<file path="src/rtl/sata_link_pkg.sv">
// Shared types, widths and cycle-scaling helpers for the SATA link supervisor.
package sata_link_pkg;

    localparam int unsigned TIMER_W           = 32;
    localparam int unsigned STATE_W           = 3;
    localparam int unsigned RETRY_W           = 4;
    localparam int unsigned MAX_BACKOFF_SHIFT = 4;

    typedef enum logic [STATE_W-1:0] {
        IDLE      = 3'd0,
        RESET     = 3'd1,
        WAIT_LINK = 3'd2,
        LINKED    = 3'd3,
        BACKOFF   = 3'd4,
        FAILED    = 3'd5
    } link_state_e;

    // Base cycle count scaled by the clock speed grade, kept wide for range checks.
    function automatic logic [63:0] scale_cycles(input int unsigned base, input int unsigned grade);
        return 64'(base) * 64'(grade);
    endfunction

    // Timer load value that yields exactly n cycles before expiry.
    function automatic logic [TIMER_W-1:0] count_load(input logic [63:0] n);
        return (n == 64'd0) ? '0 : TIMER_W'(n - 64'd1);
    endfunction

endpackage

</file>
<file path="src/rtl/sata_link_timer.sv">
// Loadable down-counter shared by the reset, link-up timeout and backoff phases.
module sata_link_timer
    import sata_link_pkg::*;
(
    input  logic               clk,
    input  logic               rst,
    input  logic               load,
    input  logic [TIMER_W-1:0] value,
    output logic               expired_c
);

    logic [TIMER_W-1:0] cnt_q;

    // Counts down to zero and holds there; a load always takes priority.
    always_ff @(posedge clk) begin
        if (rst) begin
            cnt_q <= '0;
        end else if (load) begin
            cnt_q <= value;
        end else if (cnt_q != '0) begin
            cnt_q <= cnt_q - TIMER_W'(1);
        end
    end

    assign expired_c = (cnt_q == '0);

endmodule

</file>
<file path="src/rtl/sata_link_supervisor.sv">
// Sequences OOB controller reset, link-up detection, retry with exponential backoff
// and permanent failure, under host COMRESET and link-disable control.
module sata_link_supervisor
    import sata_link_pkg::*;
#(
    parameter int unsigned CLK_SPEED_GRADE = 1,
    parameter int unsigned OOB_RST_CYCLES  = 16,
    parameter int unsigned LINKUP_TIMEOUT  = 65536,
    parameter int unsigned STABLE_CYCLES   = 32,
    parameter int unsigned BACKOFF_BASE    = 1024,
    parameter int unsigned RETRY_MAX       = 8
)
(
    input  logic                 clk,
    input  logic                 rst,
    input  logic                 gtx_ready,
    input  logic                 phy_ready,
    input  logic                 link_disable,
    input  logic                 comreset_req,
    output logic                 oob_rst,
    output logic                 link_ok,
    output logic                 link_failed,
    output logic                 link_lost,
    output logic [RETRY_W-1:0]   retry_cnt,
    output logic [STATE_W-1:0]   state
);

    localparam logic [63:0] RST_N64 = scale_cycles(OOB_RST_CYCLES, CLK_SPEED_GRADE);
    localparam logic [63:0] TMO_N64 = scale_cycles(LINKUP_TIMEOUT, CLK_SPEED_GRADE);
    localparam logic [63:0] STB_N64 = scale_cycles(STABLE_CYCLES, CLK_SPEED_GRADE);
    localparam logic [63:0] BO_N64  = scale_cycles(BACKOFF_BASE, CLK_SPEED_GRADE);
    localparam logic [63:0] LIMIT32 = 64'h0000_0000_FFFF_FFFF;

    localparam logic [TIMER_W-1:0] RST_LOAD = count_load(RST_N64);
    localparam logic [TIMER_W-1:0] TMO_LOAD = count_load(TMO_N64);
    localparam logic [TIMER_W-1:0] STB_LIM  = TIMER_W'(STB_N64);
    localparam logic [TIMER_W-1:0] BO_BASE  = TIMER_W'(BO_N64);

    // Scaled counts, including the largest backoff, must fit the 32-bit timer.
    if (RST_N64 > LIMIT32 || TMO_N64 > LIMIT32 || STB_N64 > LIMIT32 ||
        (BO_N64 << MAX_BACKOFF_SHIFT) > LIMIT32) begin : g_width_check
        $error("sata_link_supervisor: scaled cycle counts exceed 32 bits");
    end

    if (RETRY_MAX == 0 || RETRY_MAX > 15) begin : g_retry_check
        $error("sata_link_supervisor: RETRY_MAX must be in 1..15");
    end

    link_state_e         state_q, state_d;
    logic [RETRY_W-1:0]  retry_q, retry_d, retry_inc, retry_m1;
    logic [TIMER_W-1:0]  stable_q, stable_d;
    logic [TIMER_W-1:0]  tmr_val, bo_len;
    logic [2:0]          bo_shift;
    logic                stable_hit, lost_d, restart, tmr_load, tmr_expired;

    sata_link_timer u_timer (
        .clk       (clk),
        .rst       (rst),
        .load      (tmr_load),
        .value     (tmr_val),
        .expired_c (tmr_expired)
    );

    // Next-state, retry accounting and timer reload selection.
    always_comb begin
        state_d    = state_q;
        retry_d    = retry_q;
        lost_d     = 1'b0;
        restart    = 1'b0;
        tmr_load   = 1'b0;
        tmr_val    = '0;
        bo_shift   = '0;
        bo_len     = '0;
        retry_m1   = '0;
        stable_d   = '0;
        retry_inc  = (retry_q == 4'hF) ? retry_q : retry_q + 4'd1;

        if (state_q == WAIT_LINK && phy_ready) begin
            stable_d = (stable_q == STB_LIM) ? stable_q : stable_q + TIMER_W'(1);
        end
        stable_hit = (state_q == WAIT_LINK) && phy_ready && (stable_d >= STB_LIM);

        case (state_q)
            IDLE: begin
                if (gtx_ready && !link_disable) state_d = RESET;
            end
            RESET: begin
                if (tmr_expired) state_d = WAIT_LINK;
            end
            WAIT_LINK: begin
                // A link that becomes stable on the timeout cycle still counts as up.
                if (stable_hit) begin
                    state_d = LINKED;
                    retry_d = '0;
                end else if (tmr_expired) begin
                    retry_d = retry_inc;
                    state_d = (32'(retry_inc) >= RETRY_MAX) ? FAILED : BACKOFF;
                end
            end
            LINKED: begin
                if (!phy_ready) begin
                    lost_d  = 1'b1;
                    retry_d = retry_inc;
                    state_d = BACKOFF;
                end
            end
            BACKOFF: begin
                if (tmr_expired) state_d = RESET;
            end
            FAILED: begin
                state_d = FAILED;
            end
            default: begin
                state_d = IDLE;
            end
        endcase

        // Host overrides; losing the GTX or disabling the link beats COMRESET.
        if (state_q != IDLE) begin
            if (!gtx_ready || link_disable) begin
                state_d = IDLE;
                retry_d = retry_q;
                lost_d  = 1'b0;
            end else if (comreset_req) begin
                state_d = RESET;
                retry_d = '0;
                lost_d  = 1'b0;
                restart = 1'b1;
            end
        end

        tmr_load = (state_d != state_q) || restart;
        retry_m1 = (retry_d == '0) ? '0 : retry_d - 4'd1;
        bo_shift = (retry_m1 > 4'(MAX_BACKOFF_SHIFT)) ? 3'(MAX_BACKOFF_SHIFT) : 3'(retry_m1);
        bo_len   = BO_BASE << bo_shift;

        case (state_d)
            RESET:     tmr_val = RST_LOAD;
            WAIT_LINK: tmr_val = TMO_LOAD;
            BACKOFF:   tmr_val = (bo_len == '0) ? '0 : bo_len - TIMER_W'(1);
            default:   tmr_val = '0;
        endcase
    end

    // State, counters and registered status outputs aligned to the state register.
    always_ff @(posedge clk) begin
        if (rst) begin
            state_q     <= IDLE;
            retry_q     <= '0;
            stable_q    <= '0;
            oob_rst     <= 1'b1;
            link_ok     <= 1'b0;
            link_failed <= 1'b0;
            link_lost   <= 1'b0;
        end else begin
            state_q     <= state_d;
            retry_q     <= retry_d;
            stable_q    <= stable_d;
            oob_rst     <= !(state_d == WAIT_LINK || state_d == LINKED);
            link_ok     <= (state_d == LINKED);
            link_failed <= (state_d == FAILED);
            link_lost   <= lost_d;
        end
    end

    assign state     = state_q;
    assign retry_cnt = retry_q;

endmodule

</file>
<file path="config.mk">
export PLATFORM = sky130hd
export DESIGN_NAME = sata_link_supervisor
export DESIGN_NICKNAME = d
export VERILOG_FILES = /design/src/rtl/sata_link_pkg.sv /design/src/rtl/sata_link_timer.sv /design/src/rtl/sata_link_supervisor.sv
export SDC_FILE = /design/constraint.sdc
export NUM_CORES = 1
export LEC_CHECK = 0
export ABC_CLOCK_PERIOD_IN_PS = 7010
export CAP_MARGIN = 20
export CORE_ASPECT_RATIO = 0.9
export CORE_MARGIN = 2
export CORE_UTILIZATION = 65
export DETAILED_ROUTE_END_ITERATION = 6
export DONT_BUFFER_PORTS = 1
export GPL_TIMING_DRIVEN = 0
export PLACE_DENSITY = 0.81
export SLEW_MARGIN = 20
export SYNTH_ARGS = -nofsm -noshare
export SYNTH_HDL_FRONTEND = slang
export SYNTH_SLANG_ARGS = --single-unit
</file>
<file path="constraint.sdc">
create_clock -name clk -period 7.01 [get_ports clk]
set_input_delay 2.103 -clock clk [delete_from_list [all_inputs] [get_ports clk]]
set_output_delay 2.103 -clock clk [all_outputs]
set_load 0.02 [all_outputs]
</file>
* Word level (Yosys, flattened, before mapping)
Index checks and enable logic that the tools add are counted.
** Cells by class
- Muxes and demuxes :: 35
- Add/sub/neg operators :: 5
- Reduce and logical (&&, ||, !) cells :: 16
- Shift-type cells :: 1
- Order comparisons :: 3
- Equal/unequal tests :: 13
** Operator list (count)
- $mux W32 :: 5
- $pmux W32 S3 :: 1
- $logic_not A32 Y1 :: 2
- $sub A32 B1 Y32 const B :: 2
- $add A32 B1 Y32 const B :: 1
- $eq A32 B6 Y1 const B :: 1
- $ge A32 B6 Y1 const B :: 1
- $mux W4 :: 8
- $reduce_bool A32 Y1 :: 1
- $shl A11 B3 Y32 const A :: 1
- $mux W3 :: 10
- $pmux W3 S6 :: 1
- $eq A3 B2 Y1 const B :: 4
- $eq A3 B3 Y1 const B :: 4
- $mux W1 :: 9
- $pmux W4 S2 :: 1
- $eq A3 B1 Y1 const B :: 2
- $add A4 B1 Y4 const B :: 1
- $eq A4 B4 Y1 const B :: 1
- $ge A4 B4 Y1 const B :: 1
- $gt A4 B3 Y1 const B :: 1
- $logic_not A4 Y1 :: 1
- $sub A4 B1 Y4 const B :: 1
- $logic_and A1 B1 Y1 :: 3
- 6 further kinds :: 10
** Word-level totals
- Output and inout port bits :: 11
- Register bits :: 75
- Bits of input ports :: 6

* Longest topological paths before layout
Gate-level depths: netlist of run 1.
- Depth after elaboration :: 19
- Depth in mapped cells :: 17
- Depth with buffers taken out :: 15

* Hierarchy
A second synthesis of run 1 with hierarchy kept.
** Second synthesis, totals
- Cells, all modules :: 640
- Area total of the unflattened synthesis :: 5022.3 um^2
** By module, submodules not included
- sata_link_supervisor :: cells each 430, times used 1, sequential area each 860.8 um^2, area each 3188.1 um^2
- sata_link_timer :: cells each 210, times used 1, sequential area each 640.6 um^2, area each 1834.3 um^2

* Worst setup path after synthesis of run 1
No wires, ideal clock.
- Path kind :: input to register
- Start point :: in phy_ready
- End point :: reg u_timer.cnt_q[0]
- Cell stages on the path :: 14
- Buffers on the path :: 1
- Arrival :: 4802 ps
- Path slack :: 2070 ps
- Cells stage by stage :: buf_2 > nor4bb_1 > o311ai_0 > o211ai_1 > nor3_1 > nand4_1 > nor3b_4 > nand2_2 > o21a_1 > nand3b_1 > ha_1 > o2111ai_2 > a221oi_2 > a211oi_1
** On the way
- Word-level cells in the longest chain between the ends :: 18
** RTL lines
- start: declaration :: line sata_link_supervisor.sv:17 : input logic phy_ready,
- $logic_and A1 B1 Y1 :: line sata_link_supervisor.sv:78, sata_link_supervisor.sv:81
- $mux W32 :: line sata_link_supervisor.sv:78 : if (state_q == WAIT_LINK && phy_ready) begin
- $ge A32 B6 Y1 :: line sata_link_supervisor.sv:81 : stable_hit = (state_q == WAIT_LINK) && phy_ready && (stable_d >= STB_LIM);
- $logic_and A1 B1 Y1 :: line sata_link_supervisor.sv:81
- $mux W4 :: line sata_link_supervisor.sv:92 : if (stable_hit) begin
- $pmux W4 S2 :: line sata_link_supervisor.sv:83 : case (state_q)
- $mux W4 :: line sata_link_supervisor.sv:124 : end else if (comreset_req) begin
- $mux W4 :: line sata_link_supervisor.sv:120 : if (!gtx_ready || link_disable) begin
- (+2 left out)
- $mux W4 :: line sata_link_supervisor.sv:133 : retry_m1 = (retry_d == '0) ? '0 : retry_d - 4'd1;
- $gt A4 B3 Y1 :: line sata_link_supervisor.sv:134 : bo_shift = (retry_m1 > 4'(MAX_BACKOFF_SHIFT)) ? 3'(MAX_BACKOFF_SHIFT) : 3'(retry_m1);
- $mux W3 :: line sata_link_supervisor.sv:134
- $shl A11 B3 Y32 :: line sata_link_supervisor.sv:135 : bo_len = BO_BASE << bo_shift;
- $sub A32 B1 Y32 / $logic_not A32 Y1 (equally long branches) :: line sata_link_supervisor.sv:140 : BACKOFF: tmr_val = (bo_len == '0) ? '0 : bo_len - TIMER_W'(1);
- $mux W32 :: line sata_link_supervisor.sv:140
- $pmux W32 S3 :: line sata_link_supervisor.sv:137 : case (state_d)
- $mux W32 :: line sata_link_timer.sv:18 : end else if (load) begin
- end signal: assignment :: line sata_link_timer.sv:19 : cnt_q <= value;
- end signal: assignment :: line sata_link_timer.sv:21 : cnt_q <= cnt_q - TIMER_W'(1);
- end: declaration :: line sata_link_timer.sv:12 : logic [TIMER_W-1:0] cnt_q;
Several ways; a longest one is shown, not always the timed one.
A chain may end at the register's enable or synchronous reset.

* Worst setup path after layout of run 1
Ends and elaborated chain as after synthesis.

==> run_results.csv, run 1 <==
group,metric,value,unit
yosys,synth_xor_xnor_area_share,0.112,
yosys,synth_top_cell_area_share,0.316,
yosys,ys_ff_latch,75,
route,viasPerCell,6.29,
yosys,synthMuxAreaShare,0.0171,
power_and_ir_drop,peakVddDrop,0.324,mV
sta,fin_tns_setup,0,ps
power_and_ir_drop,power.internal,979,uW
cells_and_area,drive_above_1_share,0.0889,
cells_and_area,fillCellCount,599,
cells_and_area,seq_area,1500,um^2
die,initial_core_util,0.672,
sta,min_period_over_period,0.760,
yosys,synth_nets,615,
global_route,grt_pass1_wl,19100,um
clock_tree,path_clk_slew,80,ps
global_route,overflow,0,
power_and_ir_drop,swShare,0.399,
worst_setup_path,crit_arrival,5550,ps
route,drtAntennaViolNets,0,
yosys,synth-edff-count,0,
clock_tree,clockBufferDepth,2,
yosys,yosysMostFrequentCell,"nor2_1",
die,io_pins,17,
cells_and_area,multi_input_area,3050,um^2
clock_tree,cts_htree_levels,3,
global_route,antenna_found_initial,0,
yosys,yosys.area_share.simple,0.322,
clock_tree,insertion_delay,370,ps
power_and_ir_drop,p_per_area,319,nW/um^2
sta,finClkSkew,14.9,ps
sta,slew_headroom,0.382,
sta,setup_viol,0,
sta,drv_slew,0,
yosys,synth_fa_ha_area_frac,0.0179,
clock_tree,postCtsHoldBufs,0,
power_and_ir_drop,clkPwrFrac,0.237,
yosys,synth_area_leaders,"dfxtp_1 32%, nor2_1 7.4%, xnor2_1 6.6%, xor2_1 4.6%, nand2_1 3.9%",
clock_tree,cts_buffers,9,
clock_tree,cts_root_buf,"clkbuf_8",
route,drt_wl_total,11500,um
yosys,synth_area_leader_cell,"dfxtp_1",
worst_setup_path,r2r_cells,14,
sta,period_needed,5330,ps
sta,hold_viol,0,
global_route,grt_pass1_vias,4073,
clock_tree,cts_setup_buffers,0,
cells_and_area,antenna_cells,0,
route,wire_per_inst,16.2,um
cells_and_area,post-route-util,0.721,
yosys,synthDistinctLibCells,77,
yosys,synth_top_family_by_area,"simple AND/OR/NAND/NOR gates",
run_status,status,"completed",
clock_tree,cts_tree,"yes",
global_route,grt_usage,0.299,
die,die_h,85.1,um
placed_design,hpwl,8240,um
yosys,ys_async_sr_fraction,0,
placed_design,dp_cells,696,
yosys,synthesis.yosys.warnings,0,
route,drc_errors,0,
sta,fmax,188,MHz
worst_setup_path,startpoint_type,"primary input",
hold_path,hold_start,"u_timer.cnt_q[23]",
power_and_ir_drop,p_sw,649,uW
hold_path,min_path_type,"register to register",
yosys,netlist_instances,603,
die,fp.coreArea,7080,um^2
route,vias,4482,
die,fp.dieArea,8010,um^2
yosys,seq_area_frac_synth,0.316,
worst_setup_path,crit_fanout,10,
sta,tightest_slew,914,ps
power_and_ir_drop,pwr-share-seq,0.348,
route,drtIter0Drc,342,
hold_path,whs_path_depth,2,
worst_setup_path,r2r_start,"stable_q[1]",
placed_design,port_buffers,0,
route,firstDrtPassIters,4,
yosys,ys_top_cells_by_count,"94 x nor2_1, 75 x dfxtp_1, 49 x nand2_1, 36 x xnor2_1, 30 x a21oi_1",
clock_tree,clkSinkCount,75,
worst_setup_path,startpoint,"phy_ready",
job,maxCapViolations,0,
worst_setup_path,path_class,"primary input to register",
yosys,avgSynthCellArea,7.88,um^2
die,die_x,94.1,um
power_and_ir_drop,pwr-share-comb,0.416,
clock_tree,cts_resized,0,
global_route,grt_max_degree,15,
worst_setup_path,crit_path_end_kind,"register",
worst_setup_path,worstPathRequired,7240,ps
sta,rsz0062_at_grt,"false",
placed_design,gp_congestion,0.948,
yosys,synth-compound-area-share,0.170,
yosys,ys.flop_type,"dfxtp_1",
cells_and_area,fin_nets,626,
die,row_count,29,
power_and_ir_drop,leakage,1.81,nW
cells_and_area,syn2layout_area_growth,7.27,%
cells_and_area,final_cells,712,
yosys,syn-cell-area,4750,um^2
-- state kept, by name, summed over array words and instances, names as in the netlist --
| name | cells |
|---|---|
| stable_q | 32 |
| retry_cnt | 4 |
| state | 3 |
| link_ok | 1 |
| u_timer.cnt_q | 32 |
| link_failed | 1 |
| oob_rst | 1 |
| link_lost | 1 |
-- worst paths after layout --
kind | endpoint | slack, ps
max | u_timer.cnt_q[0] | 1680
min reg2reg | u_timer.cnt_q[23] | 510
max reg2reg | u_timer.cnt_q[0] | 2680
min | u_timer.cnt_q[23] | 510
-- critical path, cell delays in order --
cell and delay (ps):
buf_2 210, nor4bb_2 780, o311ai_0 290, o211ai_1 200, nor3_1 90, nand4_1 160, nor3b_4 80, nand2_2 150
o21a_1 310, nand3b_1 160, ha_1 220, o2111ai_2 170, a221oi_2 520, a211oi_1 100
-- power by group through the flow --
stage | registers, mW | clock network (mW) | logic (mW)
2_1_floorplan | 0.559 | 0 | 0.542
3_3_place_gp | 0.569 | 0 | 0.634
3_5_place_dp | 0.573 | 0 | 0.660
4_1_cts | 0.564 | 0.387 | 0.667
5_1_grt | 0.575 | 0.404 | 0.757
6_report | 0.566 | 0.385 | 0.677
-- metrics by stage --
step / worst slack [ps] / power (mW) / hold WS [ps] / instance area [um^2]
6_report: 1680 / 1.63 / 505 / 5100
3_5_place_dp: 1390 / 1.23 / 475 / 4880
5_1_grt: 1410 / 1.74 / 524 / 5100
3_3_place_gp: 1010 / 1.20 / 456 / 4870
2_1_floorplan: 2070 / 1.10 / 448 / 4750
4_1_cts: 1750 / 1.62 / 502 / 5100
-- cell usage in the layout, fill, tap and decap left out, types with 8 or more instances in the layout --
cell,synthesis,final
nand4_1,13,13
nor3_1,18,18
xnor2_1,36,36
nor2_1,94,94
buf_2,12,12
nand2b_1,9,9
xor2_1,25,25
nor4_1,18,18
clkbuf_1,22,22
o21ai_0,19,19
nor2b_1,9,9
nand2_1,49,49
a21oi_1,30,30
dfxtp_1,75,75
nand3_1,18,18
inv_1,13,13
and3_1,8,8
clkbuf_8,0,9
-- kinds of logic (layout without fill, tap and decap cells) --
logic type	Yosys count	in the layout
fa+ha+maj	7	7
xor+xnor	61	61
compound gates	113	113
buf+inv	50	66
flops	75	75
other cells	2	2
mux	8	8
simple gates	287	287
-- metal layers --
| layer | GRT usage | wire (um) | vias to the layer above |
|---|---|---|---|
| met3 | 0.0773 | 814 | 19 |
| met1 | 0.410 | 5440 | 2105 |
| met4 | 0.0804 | 168 | 0 |
| li1 | - | - | 2178 |
| met5 | 0 | 0 | - |
| met2 | 0.469 | 5110 | 180 |
-- area by class of cell --
class / count / area share
multi-input cells: 478 / 0.598
flip-flops and latches: 75 / 0.294
plain buffers: 37 / 0.0312
clock buffers: 9 / 0.0243
well taps: 93 / 0.0228
clock inverters: 7 / 0.0194
inverters: 13 / 0.00957
Power figures use the tool's default switching activity.
==> run 2, diff against run 1 <==
Settings changed: ABC_CLOCK_PERIOD_IN_PS 7010 to 5400, CORE_UTILIZATION 65 to 64, PLACE_DENSITY 0.81 to 0.8.
Clock period 7.01 ns to 5.4 ns, I/O delays scaled along.
==> run 2 against run 1 <==
Net effect:
- first-iteration DRC count is 3.8% higher
- combinational power is 30% higher
- worst hold slack worse by 33 ps
- critical path depth stayed put
- non-clock buffer count stayed put
- design area is 0.29% lower
- power is 28% higher
- global-route usage is 1.3 points higher
- register-to-register slack worse by 1600 ps
- wire length is 3.0% higher
- clock-buffer cell count is 1 higher
- via count is 0.13% lower
==> run_results.csv, run 2 (synthesis results as in run 1) <==
group,metric,value,unit
route,viasPerCell,6.29,
die,fp.coreArea,7110,um^2
die,row_count,29,
route,drc_errors,0,
route,top_layer,"met4",
hold_path,min_path_type,"register to register",
cells_and_area,layout_common_cells,"94 x nor2_1, 75 x dfxtp_1, 49 x nand2_1, 36 x xnor2_1, 30 x a21oi_1",
placed_design,hpwl,8710,um
worst_setup_path,path_class,"primary input to register",
clock_tree,cts_resized,0,
sta,hold_viol,0,
route,wl_met3,862,um
cells_and_area,multi_input_area,3050,um^2
route,drtIter0Drc,355,
sta,slew_headroom,0.389,
global_route,grt_usage,0.312,
die,die_h,85.8,um
clock_tree,insertion_delay,360,ps
global_route,grt_pass1_wl,20000,um
route,wl_met1,5510,um
cells_and_area,fin_nets,626,
power_and_ir_drop,peakVddDrop,0.436,mV
power_and_ir_drop,swShare,0.404,
power_and_ir_drop,pwr-share-comb,0.422,
power_and_ir_drop,p_sw,838,uW
route,wire_per_inst,16.7,um
die,die_x,94.8,um
power_and_ir_drop,leakage,1.81,nW
cells_and_area,final_common_cell,"nor2_1",
global_route,grt_pass1_vias,4230,
clock_tree,cts_setup_buffers,0,
sta,drv_slew,0,
run_status,status,"completed",
clock_tree,clkSinkCount,75,
route,wl_met2,5390,um
die,fp.dieArea,8130,um^2
sta,period_needed,4770,ps
cells_and_area,antenna_cells,0,
worst_setup_path,startpoint_type,"primary input",
cells_and_area,drive_above_1_share,0.0889,
clock_tree,cts_htree_levels,3,
die,io_pins,17,
placed_design,gp_congestion,0.931,
hold_path,hold_start,"u_timer.cnt_q[23]",
route,drtAntennaViolNets,0,
power_and_ir_drop,pwr-share-seq,0.355,
worst_setup_path,startpoint,"phy_ready",
cells_and_area,post-route-util,0.715,
clock_tree,cts_buffers,9,
worst_setup_path,r2r_start,"stable_q[1]",
placed_design,dp_slack,292,ps
cells_and_area,seq_area,1500,um^2
job,maxCapViolations,0,
sta,finClkSkew,7.96,ps
sta,holdWs,472,ps
placed_design,port_buffers,0,
sta,fmax,210,MHz
route,firstDrtPassIters,5,
power_and_ir_drop,p_per_area,408,nW/um^2
worst_setup_path,crit_arrival,4990,ps
cells_and_area,fillCellCount,597,
sta,min_period_over_period,0.884,
sta,fin_tns_setup,0,ps
clock_tree,cts_tree,"yes",
die,initial_core_util,0.668,
power_and_ir_drop,clkPwrFrac,0.223,
sta,rsz0062_at_grt,"false",
global_route,overflow,0,
clock_tree,postCtsHoldBufs,0,
global_route,grt_max_degree,15,
global_route,antenna_found_initial,0,
clock_tree,clockBufferDepth,2,
route,drt_wl_total,11900,um
clock_tree,cts_root_buf,"clkbuf_8",
sta,setup_viol,0,
clock_tree,path_clk_slew,80,ps
worst_setup_path,crit_path_end_kind,"register",
sta,worst_slack,629,ps
cells_and_area,syn2layout_area_growth,6.95,%
worst_setup_path,worstPathRequired,5620,ps
route,vias,4476,
worst_setup_path,crit_fanout,10,
sta,tightest_slew,904,ps
power_and_ir_drop,power.internal,1.24,mW
==> run 2: changes by cell type in the layout (fill, tap and decap cells not counted), sizes merged <==
cell / previous run / this run
clkbuf: 32 / 33
clkinvlp: 1 / 0
bufinv: 2 / 1
inv: 15 / 16
==> run 2: worst paths after layout <==
path                            slack, ps  cells past startpoint                end
worst max-delay path                  630                     14   u_timer.cnt_q[0]
worst min-delay path                  470                      2  u_timer.cnt_q[23]
worst max register to register       1040                     14   u_timer.cnt_q[0]
worst min register to register        470                      2  u_timer.cnt_q[23]
==> run 2: final cells by class <==
class,count,share of cell area
multi-input cells,478,0.600
plain buffers,37,0.0313
clock inverters,6,0.0138
well taps,93,0.0229
inverters,13,0.00960
flip-flops and latches,75,0.295
clock buffers,10,0.0271
==> run 2: critical path, cell delays in order <==
cell and delay [ps]:
buf_2 190, nor4bb_2 770, o311ai_0 290, o211ai_1 200
nor3_1 70, nand4_1 170, nor3b_4 80, nand2_2 140
o21a_1 260, nand3b_1 150, ha_1 220, o2111ai_2 190
a221oi_2 510, a211oi_1 90
==> run 2: per-stage QoR <==
step	instance area, um^2	cells	total power [mW]
floorplan	4750	603	1.43
global placement	4870	696	1.57
detailed placement	4880	696	1.60
CTS	5080	712	2.07
global route	5080	712	2.23
finish	5080	712	2.08
==> run 2: metal layers <==
layer,vias to the layer above,global-route usage
met2,205,0.483
met4,0,0.0883
li1,2172,-
met1,2085,0.442
met5,-,0
met3,14,0.0641
==> run 2: power by group through the flow <==
stage,Clock [mW],Combinational (mW),Sequential [mW]
final,0.463,0.877,0.737
after floorplan,0,0.704,0.726
after CTS,0.471,0.867,0.735
after global routing,0.492,0.992,0.750
after detailed placement,0,0.856,0.746
after global placement,0,0.830,0.737
==> run 3, diff against run 2 <==
Settings changed: CORE_MARGIN 2 to unset.
==> run 3 against run 2 <==
Net effect:
- clock-buffer cell count stayed put
- clock skew is 5.9 ps higher
- wire length is 3.0% lower
- power is 2.9% lower
- design area is 0.47% lower
- clock power is 11% lower
- global-route usage is 0.57 points lower
==> run_results.csv, run 3 (synthesis results as in run 1) <==
group,metric,value,unit
run_status,status,"completed",
route,drtAntennaViolNets,0,
route,wire_per_inst,16.2,um
power_and_ir_drop,pwr-share-seq,0.365,
cells_and_area,final_cells,712,
power_and_ir_drop,p_sw,826,uW
global_route,grt_usage,0.306,
cells_and_area,final_common_cell,"nor2_1",
die,die_h,83.8,um
die,row_count,29,
route,drt_wl_total,11500,um
global_route,grt_pass1_wl,19000,um
worst_setup_path,cpMostUsedCell,"nor3_1",
clock_tree,cts_setup_buffers,0,
sta,hold_viol,0,
worst_setup_path,path_class,"primary input to register",
placed_design,hpwl,8270,um
clock_tree,cts_resized,0,
route,viasPerCell,6.26,
clock_tree,cts_htree_levels,3,
die,io_pins,17,
cells_and_area,fillCellCount,584,
clock_tree,cts_buffers,9,
route,drtIter0Drc,367,
placed_design,dp_cells,696,
sta,min_period_over_period,0.900,
sta,tightest_slew,988,ps
worst_setup_path,crit_arrival,5090,ps
global_route,overflow,0,
worst_setup_path,crit_buf_inv,1,
power_and_ir_drop,p_per_area,398,nW/um^2
die,fp.dieArea,7780,um^2
power_and_ir_drop,power,2.02,mW
job,maxCapViolations,0,
worst_setup_path,slowest_stage,"nor4bb_2",
sta,fmax,206,MHz
power_and_ir_drop,leakage,1.79,nW
power_and_ir_drop,peakVddDrop,0.404,mV
cells_and_area,fin_nets,626,
sta,rsz0062_at_grt,"false",
placed_design,port_buffers,0,
power_and_ir_drop,pwr-share-comb,0.432,
power_and_ir_drop,power.internal,1.19,mW
worst_setup_path,crit_fanout,10,
worst_setup_path,critical-path-top-delay-family,"simple AND/OR/NAND/NOR gates",
sta,setup_viol,0,
clock_tree,cts_tree,"yes",
cells_and_area,antenna_cells,0,
worst_setup_path,r2r_slack,1060,ps
route,drc_errors,0,
clock_tree,clockBufferDepth,2,
cells_and_area,layout_common_cells,"94 x nor2_1, 75 x dfxtp_1, 49 x nand2_1, 36 x xnor2_1, 30 x a21oi_1",
worst_setup_path,startpoint_type,"primary input",
worst_setup_path,crit_path_end_kind,"register",
sta,period_needed,4860,ps
hold_path,min_path_type,"register to register",
cells_and_area,drive_above_1_share,0.0889,
global_route,antenna_found_initial,0,
cells_and_area,seq_area,1500,um^2
worst_setup_path,crit_chain,"buf_2, nor4bb_2, o311ai_0, o211ai_1, nor3_1, nand4_1, nor3b_4, nand2_2, o21a_1, nand3b_1, ha_1, o2111ai_2, a221oi_2, nor3_1",
route,firstDrtPassIters,5,
power_and_ir_drop,swShare,0.410,
sta,fin_tns_setup,0,ps
worst_setup_path,max_stage_delay,840,ps
sta,slew_headroom,0.332,
global_route,grt_max_degree,15,
route,wl_met2,4980,um
cells_and_area,multi_input_area,3050,um^2
placed_design,placed_area,4880,um^2
sta,drv_slew,0,
worst_setup_path,worstPathRequired,5620,ps
cells_and_area,post-route-util,0.711,
clock_tree,insertion_delay,360,ps
route,wl_met3,843,um
die,fp.coreArea,7110,um^2
die,initial_core_util,0.668,
route,wl_met1,5580,um
power_and_ir_drop,clkPwrFrac,0.204,
sta,finClkSkew,13.9,ps
clock_tree,clkSinkCount,75,
die,die_x,92.8,um
clock_tree,postCtsHoldBufs,0,
clock_tree,path_clk_slew,80,ps
cells_and_area,syn2layout_area_growth,6.45,%
global_route,grt_pass1_vias,3987,
route,top_layer,"met4",
placed_design,gp_congestion,0.941,
route,vias,4457,
cells_and_area,final_cell_area,5060,um^2
clock_tree,cts_root_buf,"clkbuf_8",
-- run 3: cell types whose count changed in the layout (fill, tap and decap cells not counted) --
cell / before / now
clkinv_4: 1 / 0
bufinv_16: 1 / 0
clkinvlp_4: 0 / 2
-- run 3: path summary, 6_finish.rpt --
kind | startpoint | to | depth (start not counted)
hold reg to reg | u_timer.cnt_q[23] | u_timer.cnt_q[23] | 2
setup / recovery | phy_ready | u_timer.cnt_q[1] | 14
setup reg to reg | stable_q[1] | u_timer.cnt_q[1] | 14
hold / removal | u_timer.cnt_q[23] | u_timer.cnt_q[23] | 2
-- run 3: tightest hold or removal path, delay by kind of cell, from the launching register on --
family             cells  cell delay, ps
DFF                    1             320
AOI/OAI and AO/OA      2             140
-- run 3: per-stage QoR --
step	hold WS, ps	worst slack [ps]
finish	501	539
CTS	500	569
floorplan	448	943
global placement	457	-108
global route	519	249
detailed placement	488	218
-- run 3: power groups by stage --
stage / sequential, mW / clock (mW) / combinational [mW]
4_1_cts: 0.732 / 0.414 / 0.866
5_1_grt: 0.746 / 0.437 / 0.969
6_report: 0.735 / 0.410 / 0.870
3_3_place_gp: 0.737 / 0 / 0.832
2_1_floorplan: 0.726 / 0 / 0.704
3_5_place_dp: 0.744 / 0 / 0.851
-- run 3: per-layer routing --
layer  GRT usage  vias up
met5           0        -
met4      0.0741        0
met3      0.0628       14
met2       0.465      169
met1       0.443     2090
li1            -     2184
-- run 3: layout make-up --
class	instances	area share
clock buffers	10	0.0272
flip-flops and latches	75	0.297
well taps	93	0.0230
inverters	13	0.00964
clock inverters	6	0.00915
plain buffers	37	0.0314
multi-input cells	478	0.603
